<file path="src/rtl/sm_arbiter_if.sv">
`default_nettype none
// ============================================================================
// Module   : sm_arbiter_if
// Purpose  : Client-side bus of the sequential-multiplier arbiter. It carries
//            the per-requester operand handshake and the response channel
//            back to the owning requester.
// Ports    : req_valid/req_ready     per-requester request handshake
//            req_a/req_b             packed 16-bit operands, requester i at
//                                    [16i+15:16i]
//            rsp_valid/rsp_ready     one-hot response handshake
//            rsp_product/rsp_error   response payload
// Modports : master = client side, slave = arbiter side
// Revision : 1.0 - initial release
// ============================================================================
interface sm_arbiter_if #(
   parameter int NUM_REQ = 4
);
   logic [NUM_REQ-1:0]    req_valid;
   logic [NUM_REQ-1:0]    req_ready;
   logic [16*NUM_REQ-1:0] req_a;
   logic [16*NUM_REQ-1:0] req_b;
   logic [NUM_REQ-1:0]    rsp_valid;
   logic [NUM_REQ-1:0]    rsp_ready;
   logic [31:0]           rsp_product;
   logic                  rsp_error;

   modport master (
      output req_valid, req_a, req_b, rsp_ready,
      input  req_ready, rsp_valid, rsp_product, rsp_error
   );

   modport slave (
      input  req_valid, req_a, req_b, rsp_ready,
      output req_ready, rsp_valid, rsp_product, rsp_error
   );
endinterface
`default_nettype wire

</file>
<file path="src/rtl/sm_arbiter.sv">
`default_nettype none
// ============================================================================
// Module   : sm_arbiter
// Purpose  : Round-robin arbiter sharing one 16x16 sequential multiplier (SM)
//            between NUM_REQ requesters. One transaction is in flight at a
//            time; the product is returned to the requester that issued it.
// Ports    : clk, reset           clock, synchronous active-high reset
//            bus (slave)          client request/response bus
//            sm_start             one-cycle start pulse to the SM
//            sm_multiplicand/
//            sm_multiplier        operands held stable for the transaction
//            sm_product/sm_ready  SM result and idle/done indication
// Options  : SM_ARB_TIMEOUT_EN    when defined, a watchdog ends a transaction
//                                 that has not completed within TIMEOUT
//                                 cycles and responds with rsp_error=1.
// Revision : 1.0 - initial release
// ============================================================================
module sm_arbiter #(
   parameter int NUM_REQ = 4,
   parameter int TIMEOUT = 64
) (
   input  logic        clk,
   input  logic        reset,
   sm_arbiter_if.slave bus,
   output logic        sm_start,
   output logic [15:0] sm_multiplicand,
   output logic [15:0] sm_multiplier,
   input  logic [31:0] sm_product,
   input  logic        sm_ready
);
   localparam int PTR_W = $clog2(NUM_REQ);

   // Elaboration-time sanity checks on the configuration.
   if (NUM_REQ < 2 || NUM_REQ > 8) begin : g_bad_num_req
      $error("sm_arbiter: NUM_REQ must lie in 2..8");
   end
   if (TIMEOUT < 1) begin : g_bad_timeout
      $error("sm_arbiter: TIMEOUT must be at least 1");
   end

   typedef enum logic [2:0] {
      ST_IDLE      = 3'd0,
      ST_START     = 3'd1,
      ST_WAIT_BUSY = 3'd2,
      ST_WAIT_DONE = 3'd3,
      ST_RESP      = 3'd4
   } state_t;

   state_t             r_state;
   logic [PTR_W-1:0]   r_ptr;
   logic [PTR_W-1:0]   r_owner;
   logic [NUM_REQ-1:0] r_rsp_valid;
   logic [31:0]        r_result;
   logic               r_start;
   logic [15:0]        r_op_a;
   logic [15:0]        r_op_b;

   logic [PTR_W-1:0]   w_grant;
   logic               w_grant_found;
   logic               w_accept;
   logic [NUM_REQ-1:0] w_req_ready;
   logic [NUM_REQ-1:0] w_owner_onehot;
   logic               w_timeout;

   // Round-robin search starting at ptr+1. Scanning from the farthest
   // offset down lets the nearest valid requester win the last assignment.
   always_comb begin
      w_grant       = r_ptr;
      w_grant_found = 1'b0;
      for (int k = NUM_REQ; k >= 1; k--) begin
         if (bus.req_valid[(int'(r_ptr) + k) % NUM_REQ]) begin
            w_grant       = PTR_W'((int'(r_ptr) + k) % NUM_REQ);
            w_grant_found = 1'b1;
         end
      end
   end

   // A grant needs an idle SM; the grant itself is the handshake.
   assign w_accept = (r_state == ST_IDLE) && !reset && sm_ready && w_grant_found;

   always_comb begin
      w_req_ready = '0;
      if (w_accept) begin
         w_req_ready[w_grant] = 1'b1;
      end
   end

   always_comb begin
      w_owner_onehot          = '0;
      w_owner_onehot[r_owner] = 1'b1;
   end

`ifdef SM_ARB_TIMEOUT_EN
   localparam int CNT_W = $clog2(TIMEOUT + 1);

   logic [CNT_W-1:0] r_wait_cnt;
   logic             r_rsp_error;

   // Counts cycles spent in the two wait states; fires on the TIMEOUT-th.
   always_ff @(posedge clk) begin
      if (reset || r_state == ST_START) begin
         r_wait_cnt <= '0;
      end else if (r_state == ST_WAIT_BUSY || r_state == ST_WAIT_DONE) begin
         r_wait_cnt <= r_wait_cnt + 1'b1;
      end
   end

   assign w_timeout     = (r_wait_cnt == CNT_W'(TIMEOUT - 1));
   assign bus.rsp_error = r_rsp_error;
`else
   assign w_timeout     = 1'b0;
   assign bus.rsp_error = 1'b0;
`endif

   always_ff @(posedge clk) begin
      if (reset) begin
         r_state     <= ST_IDLE;
         r_ptr       <= PTR_W'(NUM_REQ - 1);
         r_owner     <= '0;
         r_rsp_valid <= '0;
         r_result    <= '0;
         r_start     <= 1'b0;
         r_op_a      <= '0;
         r_op_b      <= '0;
`ifdef SM_ARB_TIMEOUT_EN
         r_rsp_error <= 1'b0;
`endif
      end else begin
         case (r_state)
            ST_IDLE: begin
               if (w_accept) begin
                  r_op_a  <= bus.req_a[16*int'(w_grant) +: 16];
                  r_op_b  <= bus.req_b[16*int'(w_grant) +: 16];
                  r_owner <= w_grant;
                  r_start <= 1'b1;
                  r_state <= ST_START;
               end
            end
            ST_START: begin
               r_start <= 1'b0;
               r_state <= ST_WAIT_BUSY;
            end
            ST_WAIT_BUSY: begin
               if (w_timeout) begin
                  r_result    <= '0;
                  r_rsp_valid <= w_owner_onehot;
`ifdef SM_ARB_TIMEOUT_EN
                  r_rsp_error <= 1'b1;
`endif
                  r_state     <= ST_RESP;
               end else if (!sm_ready) begin
                  r_state <= ST_WAIT_DONE;
               end
            end
            ST_WAIT_DONE: begin
               // A completion seen on the same cycle as the timeout wins.
               if (sm_ready) begin
                  r_result    <= sm_product;
                  r_rsp_valid <= w_owner_onehot;
`ifdef SM_ARB_TIMEOUT_EN
                  r_rsp_error <= 1'b0;
`endif
                  r_state     <= ST_RESP;
               end else if (w_timeout) begin
                  r_result    <= '0;
                  r_rsp_valid <= w_owner_onehot;
`ifdef SM_ARB_TIMEOUT_EN
                  r_rsp_error <= 1'b1;
`endif
                  r_state     <= ST_RESP;
               end
            end
            ST_RESP: begin
               // Only the owner's rsp_ready can complete the response.
               if (bus.rsp_ready[r_owner]) begin
                  r_rsp_valid <= '0;
                  r_ptr       <= r_owner;
`ifdef SM_ARB_TIMEOUT_EN
                  r_rsp_error <= 1'b0;
`endif
                  r_state     <= ST_IDLE;
               end
            end
            default: begin
               r_state <= ST_IDLE;
            end
         endcase
      end
   end

   assign bus.req_ready   = w_req_ready;
   assign bus.rsp_valid   = r_rsp_valid;
   assign bus.rsp_product = r_result;
   assign sm_start        = r_start;
   assign sm_multiplicand = r_op_a;
   assign sm_multiplier   = r_op_b;
endmodule
`default_nettype wire

</file>
<file path="src/flat_wrapper.sv">
// flat-port wrapper written by rule: the top's interface ports become plain ports
module sm_arbiter_flat 
#(
   parameter int NUM_REQ = 4,
   parameter int TIMEOUT = 64
)
  (clk, reset, sm_start, sm_multiplicand, sm_multiplier, sm_product, sm_ready, bus_req_valid, bus_req_a, bus_req_b, bus_rsp_ready, bus_req_ready, bus_rsp_valid, bus_rsp_product, bus_rsp_error);
  sm_arbiter_if #(.NUM_REQ(NUM_REQ)) bus_i ();
  input  logic clk;
  input  logic reset;
  output logic sm_start;
  output logic [15:0] sm_multiplicand;
  output logic [15:0] sm_multiplier;
  input  logic [31:0] sm_product;
  input  logic sm_ready;
  input wire logic [$bits(bus_i.req_valid)-1:0] bus_req_valid;
  input wire logic [$bits(bus_i.req_a)-1:0] bus_req_a;
  input wire logic [$bits(bus_i.req_b)-1:0] bus_req_b;
  input wire logic [$bits(bus_i.rsp_ready)-1:0] bus_rsp_ready;
  output wire logic [$bits(bus_i.req_ready)-1:0] bus_req_ready;
  output wire logic [$bits(bus_i.rsp_valid)-1:0] bus_rsp_valid;
  output wire logic [$bits(bus_i.rsp_product)-1:0] bus_rsp_product;
  output wire logic [$bits(bus_i.rsp_error)-1:0] bus_rsp_error;
  assign bus_i.req_valid = bus_req_valid;
  assign bus_i.req_a = bus_req_a;
  assign bus_i.req_b = bus_req_b;
  assign bus_i.rsp_ready = bus_rsp_ready;
  assign bus_req_ready = bus_i.req_ready;
  assign bus_rsp_valid = bus_i.rsp_valid;
  assign bus_rsp_product = bus_i.rsp_product;
  assign bus_rsp_error = bus_i.rsp_error;
  sm_arbiter #(.NUM_REQ(NUM_REQ), .TIMEOUT(TIMEOUT)) u_core (.clk(clk), .reset(reset), .bus(bus_i), .sm_start(sm_start), .sm_multiplicand(sm_multiplicand), .sm_multiplier(sm_multiplier), .sm_product(sm_product), .sm_ready(sm_ready));
endmodule
</file>
<file path="config.mk">
export PLATFORM = sky130hd
export DESIGN_NAME = sm_arbiter_flat
export DESIGN_NICKNAME = d
export VERILOG_FILES = /design/src/rtl/sm_arbiter_if.sv /design/src/rtl/sm_arbiter.sv /design/src/flat_wrapper.sv
export SDC_FILE = /design/constraint.sdc
export NUM_CORES = 1
export LEC_CHECK = 0
export ABC_AREA = 1
export ABC_CLOCK_PERIOD_IN_PS = 2330
export BUFFER_PORTS_ARGS = -buffer_cell sky130_fd_sc_hd__clkbuf_2
export CORE_MARGIN = 2
export CORE_UTILIZATION = 45
export CTS_BUF_LIST = sky130_fd_sc_hd__clkbuf_16
export DETAILED_ROUTE_END_ITERATION = 8
export PLACE_DENSITY = 0.87
export SYNTH_ARGS = -nofsm -noshare
export SYNTH_HDL_FRONTEND = slang
export SYNTH_SLANG_ARGS = --single-unit
</file>
<file path="constraint.sdc">
create_clock -name clk -period 2.33 [get_ports clk]
set_input_delay 0.466 -clock clk [delete_from_list [all_inputs] [get_ports clk]]
set_output_delay 0.466 -clock clk [all_outputs]
set_load 0.05 [all_outputs]
</file>
==> out/qor.tcl, run 1 <==
set qor(critPathArrivalTime_ns) 1.95
set qor(antenna_violations_before_repair) 0
set qor(kind_of_start_point_of_the_critical_path) {flop}
set qor(route.detailed.drc) 0
set qor(finalCoreUtilization_pct) 63.4
set qor(max_slew_margin_pct) 57.8
set qor(die_height_um) 103
set qor(timing_worst_slew_pin_value_ns) 0.633
set qor(final.period_utilization_pct) 104
set qor(yosys.cell_types.count) 30
set qor(final_antenna_net_count) 0
set qor(unrepaired_setup_endpoints_after_global_routing) {yes}
set qor(port-buffer-count) 243
set qor(cell_area_after_technology_mapping_mm2) 0.00445
set qor(design_area_mm2) 0.00614
set qor(mostFrequentLayoutCells) {296 x nand2_1, 239 x clkbuf_2, 101 x nand3_1, 74 x dfxtp_1, 69 x nor2_1}
set qor(commonest_register_cell_after_synthesis) {dfxtp_1}
set qor(setup_violations) 4
set qor(hold_path.startpoint) {sm_product[14]}
set qor(clkTransAtPathRegs_ns) 0.06
set qor(pre_cts_slack_ns) 0.0804
set qor(hold-path-cell-count) 3
set qor(start_util_pct) 45.9
set qor(maxSlewViolCount) 0
set qor(grt_usage_pct) 23.5
set qor(cts.hold.buffers_added) 0
set qor(grt.overflow.total) 0
set qor(period_needed_ns) 2.41
set qor(powerDensity_mw_per_mm2) 602
set qor(grt_max_degree) 67
set qor(max-clock-path-buffers) 2
set qor(synth_seq_area_share_pct) 34.2
set qor(clockRootBuffer) {clkbuf_16}
set qor(global_route_wire_length_before_repair_um) 20000
set qor(r2r-end) {u_core.sm_multiplier[11]}
set qor(first_pass_iters) 4
set qor(hold_violations) 0
set qor(synth_enable_flop_cells) 0
set qor(routed_wirelength_um) 13700
set qor(hpwl_um) 9910
set qor(cp-end-kind) {output pin}
set qor(area_share_of_the_leading_cell_type_in_the_synthesized_netlist_pct) 34.2
set qor(mappedNetlistNets) 892
set qor(first_global_vias) 4573
set qor(clock-skew-final_ns) 0.00517
set qor(postSynthAreaPerCell_um2) 6.17
set qor(final.fill_count) 904
set qor(gp_congestion) 0.903
set qor(core-area_mm2) 0.00968
set qor(clock_insertion_delay_worst_skew_ns) 0.32
set qor(ys_top_cells_by_area) {dfxtp_1 34%, nand2_1 26%, nand3_1 11%}
set qor(post_dp_cell_area_mm2) 0.00566
set qor(cts_max_level) 3
set qor(r2r-start) {u_core.r_ptr[0]}
set qor(regToRegSetupSlack_ns) 0.13
set qor(yosysTopAreaCell) {dfxtp_1}
set qor(setup_tns_ns) -0.222
set qor(status) {complete, but fails checks}
set qor(violated_checks) {negative setup slack}
set qor(reg2reg_depth) 16
set qor(asyncSetResetFlopFracSynth_pct) 0
set qor(via_per_inst) 4.90
set qor(vdd_ir_drop_max_mv) 0.419
set qor(wl_per_cell_um) 12.6
set qor(layout_commonest_cell) {nand2_1}
set qor(whs_ns) 0.364
set qor(power_leakage_nw) 3.56
set qor(cts_tree) {done}
set qor(max_cap_violations) 0
set qor(achievable-frequency_mhz) 414
set qor(final_net_count) 1122
set qor(cts-buffers-inserted) 9
set qor(syn-instance-count) 721
set qor(syn_to_final_growth_pct) 38.1
set qor(ys.warnings.count) 0
set qor(final.setup.worst_slack_ns) -0.0829
set qor(fp-row-count) 36
set qor(clkSinkCount) 76
set qor(top_level_ports) 245
set qor(worstHoldPathType) {primary input to flop}
set qor(critPathKind) {flop to output pin}
set qor(antennaDiodeCount) 0
set qor(cp_max_fo) 5
set qor(vias) 5332
set qor(fraction_of_final_layout_cells_with_drive_strength_greater_than_1_pct) 36.0
set qor(die-area_mm2) 0.0107
set qor(ys_seq_elements) 76
set qor(die_w_um) 103
set qor(cp.required_ns) 1.86
set qor(worst_hold_path.endpoint) {u_core.bus.rsp_product[14]}
set qor(initialDrtViolationCount) 145
## cells by family after synthesis
| family | Yosys count | share of synthesized area, % |
|---|---|---|
| DFF | 76 | 34.2 |
| other | 1 | 0.0843 |
| and+or+nand+nor | 521 | 49.3 |
| AOI/OAI and AO/OA | 52 | 6.64 |
| buffers and inverters | 71 | 9.76 |
## stage by stage
| stage | std cells | power, mW |
|---|---|---|
| floorplan | 721 | 2.17 |
| global placement | 1066 | 2.45 |
| detailed placement | 1066 | 2.46 |
| CTS | 1086 | 3.70 |
| global route | 1089 | 3.91 |
| finish | 1089 | 3.70 |
## where the power goes
part | internal (mW) | leakage (nW) | switching (mW)
sequential | 1.38 | 0.617 | 0.0472
combinational | 0.337 | 2.81 | 0.699
clock | 0.714 | 0.132 | 0.523
## critical path: stages (launching register included)
cell     delay [ns]
dfxtp_2        0.33
buf_6          0.14
nand2_2        0.07
o21ai_4        0.08
buf_4          0.15
nor3b_2        0.20
buf_4          0.15
o21ai_4        0.06
inv_4          0.09
nand2_2        0.06
nor2_2         0.13
buf_8          0.15
## sequential cells by signal (all words and copies together) (netlist names)
register / flops
u_core.bus.rsp_product: 32
u_core.sm_multiplicand: 16
u_core.sm_multiplier: 16
u_core.bus.rsp_valid: 4
u_core.r_state: 3
u_core.r_owner: 2
u_core.r_ptr: 2
u_core.sm_start: 1
## repair_timing
| item | CTS | global route |
|---|---|---|
| pin swaps | 3 | 12 |
| resized for setup | 12 | 37 |
| setup endpoints to repair | 4 | 6 |
| setup buffers | 3 | 3 |
| cloned | 1 | 0 |
## layer usage
layer,global-route usage (%),up-vias,share of wire (%)
met5,0,-,0
met2,41.2,229,49
li1,-,2750,-
met4,9.11,0,1.8
met1,27.0,2334,39
met3,6.38,19,10
## area by class of cell
cell class              count  area (um2)  area share [%]
multi-input cells         574        2610            42.4
clock buffers               9         225            3.67
clock inverters             7        45.0           0.733
inverters                  21         104            1.69
repair buffers            269        1480            24.0
well taps                 133         166            2.71
flip-flops and latches     76        1520            24.8
## cell usage after synthesis, types with 6 or more instances
cell      count
nand2_1     307
nand3_1     102
dfxtp_1      76
nor2_1       74
o21ai_0      33
nand2_2      25
buf_2        17
clkbuf_1     15
inv_1        14
a21oi_1      12
buf_4         9
inv_2         6
## worst max path at each step
stage / cells past startpoint / to / slack [ns] / startpoint
floorplan: 9 / bus_req_ready[2] / -0.04 / bus_req_valid[1]
global placement: 11 / bus_req_ready[2] / 0.14 / bus_req_valid[1]
detailed placement: 16 / u_core.sm_multiplier[11] / 0.08 / bus_req_valid[3]
CTS: 11 / bus_req_ready[0] / -0.01 / u_core.r_ptr[0]
global route: 11 / bus_req_ready[0] / -0.17 / u_core.r_ptr[0]
finish: 11 / bus_req_ready[2] / -0.08 / u_core.r_ptr[0]
Power figures use the tool's default switching activity.
==> run 2, diff against run 1 <==
--- a/config.mk
+++ b/config.mk
@@ -7,12 +7,12 @@
 export LEC_CHECK = 0
 export ABC_AREA = 1
 export ABC_CLOCK_PERIOD_IN_PS = 2330
-export BUFFER_PORTS_ARGS = -buffer_cell sky130_fd_sc_hd__clkbuf_2
-export CORE_MARGIN = 2
+export BUFFER_PORTS_ARGS = -buffer_cell sky130_fd_sc_hd__buf_2
 export CORE_UTILIZATION = 45
 export CTS_BUF_LIST = sky130_fd_sc_hd__clkbuf_16
 export DETAILED_ROUTE_END_ITERATION = 8
 export PLACE_DENSITY = 0.87
+export SKIP_CTS_REPAIR_TIMING = 1
 export SYNTH_ARGS = -nofsm -noshare
 export SYNTH_HDL_FRONTEND = slang
 export SYNTH_SLANG_ARGS = --single-unit
==> run 2 against run 1 <==
  * The flow still finishes with violations (negative setup slack)
  * Fmax fell by 0.15%
  * Global-route usage rose by 1.6 points
  * Sequential power barely moved
  * Utilization rose by 2.1 points
  * Worst setup slack got worse by 0.0036 ns
  * Largest cell class unchanged
  * Largest power group is now the clock network
  * Via count fell by 0.73%
==> out/qor.tcl, run 2 (synthesis gave the netlist of run 1 again) <==
set qor(antenna_violations_before_repair) 0 ;# unchanged
set qor(power_leakage_nw) 3.57 ;# +0.45%
set qor(r2r-end) {u_core.sm_multiplicand[15]}
set qor(cts_tree) {done}
set qor(global_route_wire_length_before_repair_um) 20500 ;# +2.2%
set qor(status) {complete, but fails checks}
set qor(top_level_ports) 245 ;# unchanged
set qor(grt.overflow.total) 0 ;# unchanged
set qor(grt_max_degree) 67 ;# unchanged
set qor(worstHoldPathType) {primary input to flop}
set qor(via_per_inst) 4.90 ;# about the same
set qor(hpwl_um) 9550 ;# -3.6%
set qor(cts_max_level) 3 ;# unchanged
set qor(clkSinkCount) 76 ;# unchanged
set qor(achievable-frequency_mhz) 414 ;# -0.15%
set qor(r2r-start) {u_core.r_ptr[0]}
set qor(final.period_utilization_pct) 104 ;# +0.16 points
set qor(unrepaired_setup_endpoints_after_global_routing) {yes}
set qor(regToRegSetupSlack_ns) 0.25 ;# +0.12 ns
set qor(grt_usage_pct) 25.1 ;# +1.6 points
set qor(clock_insertion_delay_worst_skew_ns) 0.32 ;# about the same
set qor(first_pass_iters) 4 ;# unchanged
set qor(pre_cts_slack_ns) 0.0337 ;# -0.0466 ns
set qor(maxSlewViolCount) 0 ;# unchanged
set qor(vias) 5293 ;# -0.73%
set qor(vdd_ir_drop_max_mv) 0.367 ;# -12%
set qor(max_slew_margin_pct) 59.3 ;# +1.5 points
set qor(clock-skew-final_ns) 0.00601 ;# +0.000838 ns
set qor(max-clock-path-buffers) 2 ;# unchanged
set qor(die-area_mm2) 0.0103 ;# -3.8%
set qor(largest_register_ffs) 32 ;# unchanged
set qor(die_w_um) 101 ;# -1.9%
set qor(finalCoreUtilization_pct) 65.6 ;# +2.1 points
set qor(worst_hold_path.endpoint) {u_core.bus.rsp_product[29]}
set qor(period_needed_ns) 2.42 ;# +0.00362 ns
set qor(violated_checks) {negative setup slack}
set qor(setup_violations) 4 ;# unchanged
set qor(cts-buffers-inserted) 9 ;# unchanged
set qor(layout_commonest_cell) {nand2_1}
set qor(mostFrequentLayoutCells) {298 x nand2_1, 239 x buf_2, 101 x nand3_1, 74 x dfxtp_1, 69 x nor2_1}
set qor(cp_max_fo) 5 ;# unchanged
set qor(final_antenna_net_count) 0 ;# unchanged
set qor(wl_per_cell_um) 12.6 ;# about the same
set qor(hold-path-cell-count) 3 ;# unchanged
set qor(hold_path.startpoint) {sm_product[29]}
set qor(kind_of_start_point_of_the_critical_path) {flop}
set qor(core-area_mm2) 0.00942 ;# -2.8%
set qor(powerDensity_mw_per_mm2) 642 ;# +6.6%
set qor(start_util_pct) 47.3 ;# +1.3 points
set qor(hold_violations) 0 ;# unchanged
set qor(critPathKind) {flop to output pin}
set qor(final.fill_count) 870 ;# -3.8%
set qor(fp-row-count) 35 ;# -2.8%
set qor(clkTransAtPathRegs_ns) 0.06 ;# about the same
set qor(die_height_um) 101 ;# -1.9%
set qor(routed_wirelength_um) 13700 ;# -0.64%
set qor(final_net_count) 1118 ;# -0.36%
set qor(route.detailed.drc) 0 ;# unchanged
set qor(antennaDiodeCount) 0 ;# unchanged
set qor(syn_to_final_growth_pct) 38.8
set qor(fraction_of_final_layout_cells_with_drive_strength_greater_than_1_pct) 35.7 ;# -0.27 points
set qor(cp-end-kind) {output pin}
set qor(initialDrtViolationCount) 159 ;# +9.7%
set qor(port-buffer-count) 243 ;# unchanged
set qor(cp.required_ns) 1.86 ;# about the same
set qor(max_cap_violations) 0 ;# unchanged
set qor(reg2reg_depth) 16 ;# unchanged
set qor(timing_worst_slew_pin_value_ns) 0.610 ;# -0.0223 ns
set qor(final.setup.worst_slack_ns) -0.0865 ;# -0.00362 ns
set qor(critPathArrivalTime_ns) 1.95 ;# about the same
set qor(first_global_vias) 4709 ;# +3.0%
set qor(clockRootBuffer) {clkbuf_16}
set qor(gp_congestion) 0.862 ;# -4.6%
==> run 2: worst max-delay path by stage <==
stage                           from                to  slack (ns)  cells after the start
floorplan           bus_req_valid[1]  bus_req_ready[2]       -0.04                      9
CTS                  u_core.r_ptr[0]  bus_req_ready[1]       -0.22                     14
global route         u_core.r_ptr[0]  bus_req_ready[2]       -0.16                     13
finish               u_core.r_ptr[0]  bus_req_ready[2]       -0.09                     10
global placement    bus_req_valid[1]  bus_req_ready[2]        0.09                     10
detailed placement  bus_req_valid[1]  bus_req_ready[2]        0.03                     10
==> run 2: report_power, final <==
| part | internal, mW | switching [mW] |
|---|---|---|
| clock | 0.945 | 0.554 |
| combinational | 0.340 | 0.699 |
| sequential | 1.38 | 0.0463 |
==> run 2: area by class of cell <==
cell class | count | area, um2 | area share [%]
tap | 129 | 161 | 2.61
inverter | 21 | 96.3 | 1.56
clock inverter | 7 | 98.8 | 1.60
clock buffer | 9 | 225 | 3.65
timing repair buffer | 265 | 1450 | 23.5
multi-input combinational | 574 | 2620 | 42.4
sequential | 76 | 1520 | 24.7
==> run 2: metal layers <==
| metal | up-vias | GRT usage [%] | wire length, um |
|---|---|---|---|
| met5 | - | 0 | 0 |
| met4 | 0 | 9.59 | 351 |
| li1 | 2731 | - | - |
| met2 | 218 | 47.5 | 6720 |
| met3 | 31 | 5.87 | 1040 |
| met1 | 2313 | 26.8 | 5540 |
==> run 2: through the flow <==
stage	power, mW	cells	hold WS [ns]	TNS, ns	cell area (um2)
finish	3.96	1081	0.361	-0.180	6170
global route	4.16	1081	0.361	-0.470	6170
CTS	3.97	1075	0.351	-0.775	5980
detailed placement	2.46	1059	0.454	0	5660
global placement	2.45	1059	0.452	0	5660
floorplan	2.17	721	0.502	-0.122	4470
==> run 2: worst max-delay path: stages, from the launching register on <==
cell and delay, ns:
dfxtp_2 0.32, buf_6 0.13, nand2_2 0.09, o21ai_4 0.08, buf_4 0.15, nor3b_4 0.22
o21ai_4 0.11, inv_4 0.10, nand2_1 0.10, nor2_2 0.15, buf_6 0.17
==> run 3, diff against run 2 <==
--- a/config.mk
+++ b/config.mk
@@ -8,6 +8,7 @@
 export ABC_AREA = 1
 export ABC_CLOCK_PERIOD_IN_PS = 2330
 export BUFFER_PORTS_ARGS = -buffer_cell sky130_fd_sc_hd__buf_2
+export CORE_ASPECT_RATIO = 1.25
 export CORE_UTILIZATION = 45
 export CTS_BUF_LIST = sky130_fd_sc_hd__clkbuf_16
 export DETAILED_ROUTE_END_ITERATION = 8
==> run 3 against run 2 <==
  * The flow still finishes with violations (negative setup slack)
  * Highest routed layer unchanged
  * Worst setup slack worse by 0.014 ns
  * Wire length is 0.15% lower
  * Sequential share of layout area is 0.15 points higher
  * First-iteration DRC count is 23% higher
==> out/qor.tcl, run 3 (synthesis gave the netlist of run 1 again) <==
set qor(global_route_wire_length_before_repair_um) 20500 ;# +0.20%
set qor(critPathKind) {flop to output pin}
set qor(path_cells) {buf_6, inv_8, nand2_1, nand2_2, nand2_2, nand2_4, inv_6, nand2_2, nor2_2, nor2_4, nand2_1, nor2_2, buf_6}
set qor(gp_congestion) 0.860 ;# -0.30%
set qor(r2r-end) {u_core.r_state[1]}
set qor(fraction_of_final_layout_cells_with_drive_strength_greater_than_1_pct) 35.4 ;# -0.31 points
set qor(maxSlewViolCount) 0 ;# unchanged
set qor(cts-buffers-inserted) 9 ;# unchanged
set qor(period_needed_ns) 2.43 ;# +0.0139 ns
set qor(power_leakage_nw) 3.58 ;# +0.24%
set qor(antennaDiodeCount) 0 ;# unchanged
set qor(initialDrtViolationCount) 196 ;# +23%
set qor(route.detailed.drc) 0 ;# unchanged
set qor(multi_input_area_mm2) 0.00262 ;# +0.19%
set qor(kind_of_start_point_of_the_critical_path) {flop}
set qor(fin_cells) 1075 ;# -0.56%
set qor(layout_commonest_cell) {nand2_1}
set qor(vias) 5409 ;# +2.2%
set qor(worst_hold_path.endpoint) {u_core.bus.rsp_product[15]}
set qor(grt_max_degree) 67 ;# unchanged
set qor(start_util_pct) 46.3 ;# -0.95 points
set qor(clock_insertion_delay_worst_skew_ns) 0.33 ;# about the same
set qor(r2r-start) {u_core.r_ptr[0]}
set qor(placed_cells) 1053 ;# -0.57%
set qor(timing.critical_path.max_delay_family) {simple AND/OR/NAND/NOR gates}
set qor(max_slew_margin_pct) 58.8 ;# -0.50 points
set qor(vdd_ir_drop_max_mv) 0.414 ;# +13%
set qor(clkTransAtPathRegs_ns) 0.06 ;# about the same
set qor(cts_tree) {done}
set qor(cpMaxStageDelayCell) {dfxtp_2}
set qor(setup_tns_ns) -0.232 ;# -0.0519 ns
set qor(achievable-frequency_mhz) 411 ;# -0.57%
set qor(layout.area.seq_mm2) 0.00152 ;# unchanged
set qor(wl_per_cell_um) 12.7 ;# +0.41%
set qor(regToRegSetupSlack_ns) 0.27 ;# +0.02 ns
set qor(finalCoreUtilization_pct) 63.9 ;# -1.7 points
set qor(final.period_utilization_pct) 104 ;# +0.60 points
set qor(clock-skew-final_ns) 0.00670 ;# +0.000690 ns
set qor(hold_path.startpoint) {sm_product[15]}
set qor(first_global_vias) 4546 ;# -3.5%
set qor(clockRootBuffer) {clkbuf_16}
set qor(clkSinkCount) 76 ;# unchanged
set qor(cp-end-kind) {output pin}
set qor(max-clock-path-buffers) 2 ;# unchanged
set qor(unrepaired_setup_endpoints_after_global_routing) {yes}
set qor(worstHoldPathType) {primary input to flop}
set qor(fp-row-count) 40 ;# +14%
set qor(syn_to_final_growth_pct) 37.9
set qor(worst_path_most_repeated_cell) {nand2_2}
set qor(hold-path-cell-count) 3 ;# unchanged
set qor(final_net_count) 1115 ;# -0.27%
set qor(largest_register_ffs) 32 ;# unchanged
set qor(status) {complete, but fails checks}
set qor(die-area_mm2) 0.0103 ;# about the same
set qor(top_level_ports) 245 ;# unchanged
set qor(cp.required_ns) 1.86 ;# about the same
set qor(hpwl_um) 9310 ;# -2.5%
set qor(routed_wirelength_um) 13600 ;# -0.15%
set qor(max_cap_violations) 0 ;# unchanged
set qor(reg2reg_depth) 15 ;# -1
set qor(final.fill_count) 901 ;# +3.6%
set qor(hold_violations) 0 ;# unchanged
set qor(grt_usage_pct) 24.4 ;# -0.66 points
set qor(setup_violations) 4 ;# unchanged
set qor(cp_max_fo) 8 ;# +3
set qor(violated_checks) {negative setup slack}
set qor(grt.overflow.total) 0 ;# unchanged
set qor(delay_of_the_slowest_cell_on_the_worst_path_ns) 0.33 ;# about the same
set qor(mostFrequentLayoutCells) {297 x nand2_1, 239 x buf_2, 101 x nand3_1, 74 x dfxtp_1, 69 x nor2_1}
set qor(critPathBufInv) 4 ;# unchanged
set qor(powerDensity_mw_per_mm2) 636 ;# -0.87%
set qor(final.setup.worst_slack_ns) -0.100 ;# -0.0139 ns
set qor(via_per_inst) 5.03 ;# +2.8%
set qor(first_pass_iters) 5 ;# +1
set qor(antenna_violations_before_repair) 0 ;# unchanged
set qor(port-buffer-count) 243 ;# unchanged
set qor(cts_max_level) 3 ;# unchanged
set qor(die_w_um) 90.9 ;# -10%
set qor(core-area_mm2) 0.00961 ;# +2.1%
set qor(final_antenna_net_count) 0 ;# unchanged
set qor(timing_worst_slew_pin_value_ns) 0.618 ;# +0.00747 ns
set qor(critPathArrivalTime_ns) 1.96 ;# about the same
set qor(die_height_um) 113 ;# +12%
run 3: power by group:
group | switching [mW] | internal (mW) | total, mW | leakage [nW]
clock | 0.519 | 0.924 | 1.44 | 0.155
sequential | 0.0461 | 1.38 | 1.43 | 0.617
combinational | 0.701 | 0.336 | 1.04 | 2.81
total | 1.27 | 2.64 | 3.91 | 3.58
run 3: metrics by stage:
step / power, mW / instance area [um2] / setup slack, ns / hold WS (ns)
floorplan: 2.17 / 4470 / -0.0445 / 0.502
global placement: 2.44 / 5630 / 0.0890 / 0.452
detailed placement: 2.45 / 5630 / 0.0444 / 0.454
CTS: 3.90 / 5940 / -0.188 / 0.349
global route: 4.09 / 6140 / -0.186 / 0.350
finish: 3.91 / 6140 / -0.100 / 0.356
run 3: tightest hold or removal path, stage by stage:
cell,delay [ns]
buf_2,0.07
nor2_1,0.03
nor2_1,0.08
run 3: area by class of cell:
| cell class | count | share of cell area (%) |
|---|---|---|
| sequential | 76 | 24.8 |
| tap | 126 | 2.57 |
| clock buffer | 9 | 3.67 |
| timing repair buffer | 262 | 23.3 |
| multi-input combinational | 574 | 42.7 |
| inverter | 21 | 1.57 |
| clock inverter | 7 | 1.37 |
run 3: metal layers:
metal	vias up	routed length (um)	global-route usage, %
met5	-	0	0
met4	0	272	8.15
met3	21	1190	8.27
met2	238	6650	43.8
met1	2424	5520	26.9
li1	2726	-	-
run 3: worst max path at each step:
stage                startpoint               end  slack, ns  cells after the start
4_1_cts         u_core.r_ptr[0]  bus_req_ready[3]      -0.19                     14
5_1_grt         u_core.r_ptr[0]  bus_req_ready[2]      -0.19                     13
2_1_floorplan  bus_req_valid[1]  bus_req_ready[2]      -0.04                      9
3_5_place_dp   bus_req_valid[1]  bus_req_ready[2]       0.04                     10
3_3_place_gp   bus_req_valid[1]  bus_req_ready[2]       0.09                     10
6_report        u_core.r_ptr[0]  bus_req_ready[2]      -0.10                     13
